===== src/rtl/rom_loader.sv =====
// Boot loader: assembles big-endian 16-bit words from a UART byte stream into the
// instruction ROM and releases CPU reset once a checksum-valid frame has loaded.
module rom_loader #(
    parameter int ADDR_WIDTH     = 12,
    parameter int ROM_DEPTH      = 4096,
    parameter int TIMEOUT_CYCLES = 100000
) (
    input  logic                  clk,
    input  logic                  reset,
    input  logic                  rx_valid,
    input  logic [7:0]            rx_data,
    output logic                  rom_we,
    output logic [ADDR_WIDTH-1:0] rom_addr,
    output logic [15:0]           rom_data,
    output logic                  cpu_reset,
    output logic                  done,
    output logic                  error
);

    localparam int TW = $clog2(TIMEOUT_CYCLES + 1);

    typedef enum logic [2:0] {
        S_CNT_HI,
        S_CNT_LO,
        S_WORD_HI,
        S_WORD_LO,
        S_CHK,
        S_DONE,
        S_ERROR
    } state_t;

    state_t                r_state;
    state_t                w_state_nxt;
    logic [7:0]            r_sum;
    logic [7:0]            r_cnt_hi;
    logic [7:0]            r_hi;
    logic [ADDR_WIDTH:0]   r_n;
    logic [ADDR_WIDTH:0]   r_idx;
    logic [ADDR_WIDTH:0]   w_idx_inc;
    logic [TW-1:0]         r_tmo;
    logic [31:0]           w_n32;
    logic                  w_timing;
    logic                  w_expire;
    logic                  w_write;
    logic                  w_ok;
    logic                  w_fail;

    assign w_n32     = {16'd0, r_cnt_hi, rx_data};
    assign w_idx_inc = r_idx + (ADDR_WIDTH+1)'(1);
    assign w_timing  = r_state inside {S_CNT_LO, S_WORD_HI, S_WORD_LO, S_CHK};
    // An arriving byte on the expiry cycle takes priority over the timeout.
    assign w_expire  = w_timing && !rx_valid && (r_tmo == TW'(TIMEOUT_CYCLES - 1));

    always_comb begin
        w_state_nxt = r_state;
        w_write     = 1'b0;
        w_ok        = 1'b0;
        w_fail      = 1'b0;
        case (r_state)
            S_CNT_HI: if (rx_valid) w_state_nxt = S_CNT_LO;
            S_CNT_LO: begin
                if (rx_valid) begin
                    if (w_n32 > 32'(ROM_DEPTH)) begin
                        w_state_nxt = S_ERROR;
                        w_fail      = 1'b1;
                    end else if (w_n32 == '0) begin
                        w_state_nxt = S_CHK;
                    end else begin
                        w_state_nxt = S_WORD_HI;
                    end
                end
            end
            S_WORD_HI: if (rx_valid) w_state_nxt = S_WORD_LO;
            S_WORD_LO: begin
                if (rx_valid) begin
                    w_write     = 1'b1;
                    w_state_nxt = (w_idx_inc == r_n) ? S_CHK : S_WORD_HI;
                end
            end
            S_CHK: begin
                if (rx_valid) begin
                    if (rx_data == r_sum) begin
                        w_state_nxt = S_DONE;
                        w_ok        = 1'b1;
                    end else begin
                        w_state_nxt = S_ERROR;
                        w_fail      = 1'b1;
                    end
                end
            end
            default: ;
        endcase
        if (w_expire) begin
            w_state_nxt = S_ERROR;
            w_fail      = 1'b1;
        end
    end

    always_ff @(posedge clk) begin
        if (reset) begin
            r_state   <= S_CNT_HI;
            r_sum     <= '0;
            r_cnt_hi  <= '0;
            r_hi      <= '0;
            r_n       <= '0;
            r_idx     <= '0;
            r_tmo     <= '0;
            rom_we    <= 1'b0;
            rom_addr  <= '0;
            rom_data  <= '0;
            cpu_reset <= 1'b1;
            done      <= 1'b0;
            error     <= 1'b0;
        end else begin
            r_state <= w_state_nxt;
            rom_we  <= w_write;

            if (rx_valid || !w_timing) r_tmo <= '0;
            else                       r_tmo <= r_tmo + TW'(1);

            if (rx_valid && (r_state inside {S_CNT_HI, S_CNT_LO, S_WORD_HI, S_WORD_LO}))
                r_sum <= r_sum + rx_data;

            if (rx_valid && r_state == S_CNT_HI)  r_cnt_hi <= rx_data;
            if (rx_valid && r_state == S_CNT_LO)  r_n      <= w_n32[ADDR_WIDTH:0];
            if (rx_valid && r_state == S_WORD_HI) r_hi     <= rx_data;

            if (w_write) begin
                rom_addr <= r_idx[ADDR_WIDTH-1:0];
                rom_data <= {r_hi, rx_data};
                if (w_state_nxt == S_WORD_HI) r_idx <= w_idx_inc;
            end

            if (w_ok) begin
                done      <= 1'b1;
                cpu_reset <= 1'b0;
            end
            if (w_fail) error <= 1'b1;
        end
    end

endmodule


===== config.mk =====
export PLATFORM = sky130hd
export DESIGN_NAME = rom_loader
export DESIGN_NICKNAME = d
export VERILOG_FILES = /design/src/rtl/rom_loader.sv
export SDC_FILE = /design/constraint.sdc
export NUM_CORES = 1
export LEC_CHECK = 0
export ABC_AREA = 0
export CAP_MARGIN = 30
export CELL_PAD_IN_SITES_DETAIL_PLACEMENT = 0
export CELL_PAD_IN_SITES_GLOBAL_PLACEMENT = 2
export CORE_MARGIN = 8
export CORE_UTILIZATION = 34
export DETAILED_ROUTE_END_ITERATION = 12
export GPL_TIMING_DRIVEN = 1
export PLACE_DENSITY_LB_ADDON = 0.1
export SLEW_MARGIN = 20
export SYNTH_ARGS = -nofsm -noshare
export SYNTH_HDL_FRONTEND = slang
export SYNTH_SLANG_ARGS = --single-unit

===== constraint.sdc =====
create_clock -name clk -period 2.7 [get_ports clk]
set_input_delay 0.54 -clock clk [delete_from_list [all_inputs] [get_ports clk]]
set_output_delay 0.54 -clock clk [all_outputs]
set_load 0.01 [all_outputs]

==> out/summary.txt, run 1 <==
Synth top area share: 0.438
clk_skew: 0.00763 ns
dpl hpwl: 8820 um
I/O pin cnt: 43
YS warnings: 0
multi-input combinational cell area: 2450 sq um
nets: 674
# DRC: 0
RSZ-0062 raised after global routing: no
CTS tree: done
Die Span Y: 133 um
drt pass-1 iters: 4
layout cells sized above 1: 0.143
fraction of the yosys area taken by sequential cells: 0.438
maximum level of the CTS H-tree: 3
Avg Inst Size Synth: 7.99 sq um
DIE WIDTH: 133 um
Top FF cell, synth: dfxtp_1
Tmin final: 2.58 ns
I/O Buffers: 42
power per cell area: 576 nW/um^2
Max Cap Viol: 0
P&R area growth vs syn: 27.2%
final core occ: 0.434
WL met2: 6230 um
placed insts: 818
clk buf depth: 2
# hold bufs at CTS: 0
CP Max Fanout: 11
GRT overflow: 0
maximum vdd drop: 0.320 mV
CP Class: reg -> reg
Routed WL per cell: 14.5 um
core area: 13700 sq um
wl on met1: 5430 um
die area: 17700 sq um
Root Buffer: clkbuf_16
vias in the first global route: 4100
number of synthesized flops with an enable pin: 0
Worst-path clk slew: 0.07 ns
Synth Instances: 584
initial antenna violation count: 0
clk sinks: 102
Slew Limit Fails: 0
Max Fclk: 388 MHz
Routed WL: 12200 um
vias per cell: 4.93
Hold Crit Class: reg -> reg
outcome: complete, no violations
Final Hold Viols: 0
Starting Density: 0.341
register area: 2040 sq um
Async SR Flop Fraction: 0
DR top layer: met4
Clock Latency Late Sink: 0.35 ns
met3 WL post-DR: 365 um
Inserted Clock Buffers: 9
std cell rows: 43
startpoint types: flop
Slew @ Worst Pin: 0.609 ns
Final Non-Filler Cells: 838
Final period util: 0.955
Max-Slew Margin vs Limit: 0.594
top cells by area, synth: dfxtp_1 44%, nand2_1 12%, a21oi_1 9.0%
DRT antenna net count: 0
ANT cells: 0
Netlist cell types: 54
placer's final routability congestion estimate: 0.798
fillers: 1416
crit path capture type: flop
Mapped Area: 4670 sq um
number of synthesized register bits: 102
required time worst endpoint: 2.94 ns
GRT Overall Usage: 0.140
via count: 4131
P_leak: 2.09 nW
area leader, netlist: dfxtp_1
first-pass GRT wire length: 20200 um
largest net degree at the start of global routing: 42
syn_nets: 605
DRT iter0 DRCs: 201
Worst EP arrival: 2.82 ns
final count of negative-setup-slack endpoints: 0
-- worst max-delay path, cell delays in order (launching register included) --
cell	delay, ns
dfxtp_1	0.32
ha_2	0.21
and3_1	0.22
and3_2	0.23
xnor2_1	0.13
or4_4	0.57
a211oi_4	0.28
buf_12	0.17
nor3_2	0.05
mux2_1	0.29
-- state kept, by name (all words and copies together), names as in the netlist --
name       flops
rom_we         1
r_hi           8
rom_addr      12
r_sum          8
cpu_reset      1
done           1
rom_data      16
error          1
r_n           13
r_tmo         17
r_idx         13
r_cnt_hi       8
r_state        3
-- layer usage --
layer | vias to the layer above | GRT usage
met3 | 12 | 0.0354
met2 | 37 | 0.258
met4 | 0 | 0.0455
li1 | 2136 | -
met1 | 1946 | 0.152
met5 | - | 0
-- synth_stat cells (2+ instances only) --
master     count
nand2_1      144
dfxtp_1      102
a21oi_1       84
nor2_1        29
clkbuf_1      23
xor2_1        18
nand3_1       16
xnor2_1       15
inv_1         13
o21ai_0       11
nor3_1        10
or3_1         10
ha_1           9
nor4_1         8
nand4_1        7
o21ai_1        7
and3_1         5
nand2b_1       5
nand3b_1       5
nor2b_1        5
buf_4          4
o31ai_1        4
a2111oi_0      3
or4_1          3
or4_2          3
a21o_1         2
a21oi_2        2
a311oi_1       2
and3_2         2
and4_1         2
buf_6          2
clkbuf_8       2
nor3b_1        2
o21a_1         2
o22ai_1        2
or2_2          2
or3_2          2
-- path summary, 6_finish.rpt --
check,startpoint,end,slack (ns),cells past startpoint
worst max register to register,r_idx[0],r_idx[9],0.12,9
worst min-delay path,r_tmo[0],r_tmo[0],0.45,1
worst min register to register,r_tmo[0],r_tmo[0],0.45,1
worst max-delay path,r_idx[0],r_idx[9],0.12,9
-- layout by cell type (no fill, tap or decap), types with 3 or more instances in the layout --
| master | n |
|---|---|
| or4_1 | 3 |
| xor2_1 | 18 |
| clkdlybuf4s50_1 | 40 |
| dfxtp_1 | 100 |
| buf_4 | 46 |
| and3_1 | 5 |
| nand3_1 | 14 |
| a21oi_2 | 3 |
| nand3b_1 | 5 |
| ha_1 | 7 |
| nor3_1 | 10 |
| nor2b_1 | 5 |
| o21ai_1 | 8 |
| o31ai_1 | 4 |
| nor4_1 | 5 |
| nand2_1 | 144 |
| clkbuf_16 | 10 |
| nand2b_1 | 5 |
| inv_1 | 13 |
| or3_1 | 10 |
| nand4_1 | 7 |
| a21oi_1 | 83 |
| xnor2_1 | 15 |
| or4_2 | 3 |
| nor4_2 | 3 |
| nor2_1 | 29 |
| o21ai_0 | 10 |
-- final cells by class --
class / count / area share
clock inverter: 5 / 0.0137
clock buffer: 11 / 0.0426
timing repair buffer: 91 / 0.140
inverter: 13 / 0.00822
sequential: 102 / 0.345
tap: 180 / 0.0380
multi-input combinational: 436 / 0.413
-- cell families (layout without fill, tap and decap cells) --
logic type      count (synthesis)  in the layout  share of synthesized area
flops                         102            102                      0.438
xor+xnor                       33             33                     0.0619
mux                             3              3                    0.00697
simple gates                  264            264                      0.263
buf+inv                        46            120                     0.0480
fa+ha+maj                      10             10                     0.0284
compound gates                126            126                      0.154
-- what timing repair did --
action                                  in CTS  in global routing
pin swaps                                    1                  5
cloned                                       0                  1
resized for setup                            1                 13
buffers inserted                             0                  3
endpoints found under the setup margin       1                  9
-- per-stage QoR --
stage | setup WS, ns | total power [mW] | hold slack, ns | TNS (ns) | area [sq um]
finish | 0.123 | 3.42 | 0.452 | 0 | 5930
CTS | 0.0174 | 3.45 | 0.456 | 0 | 5830
global placement | -0.434 | 1.99 | 0.430 | -0.759 | 5490
floorplan | 0.175 | 1.84 | 0.418 | 0 | 4670
detailed placement | -0.414 | 1.99 | 0.437 | -0.925 | 5490
global route | 0.0137 | 3.58 | 0.470 | 0 | 5930
-- power by group --
| part | total, mW | internal, mW | switching, mW |
|---|---|---|---|
| sequential | 1.58 | 1.55 | 0.0356 |
| combinational | 0.393 | 0.181 | 0.212 |
| clock | 1.44 | 0.863 | 0.577 |
Power figures use the tool's default switching activity.
==> run 2: changes to the inputs <==
Settings changed: CAP_MARGIN 30 to 20.
==> results of run 2 <==
Final layout, timing and power as in run 1 (identical DEF).
==> run 3: changes to the inputs <==
Settings changed: SLEW_MARGIN 20 to 25.
==> results of run 3 <==
Final layout, timing and power as in run 1 (identical DEF).
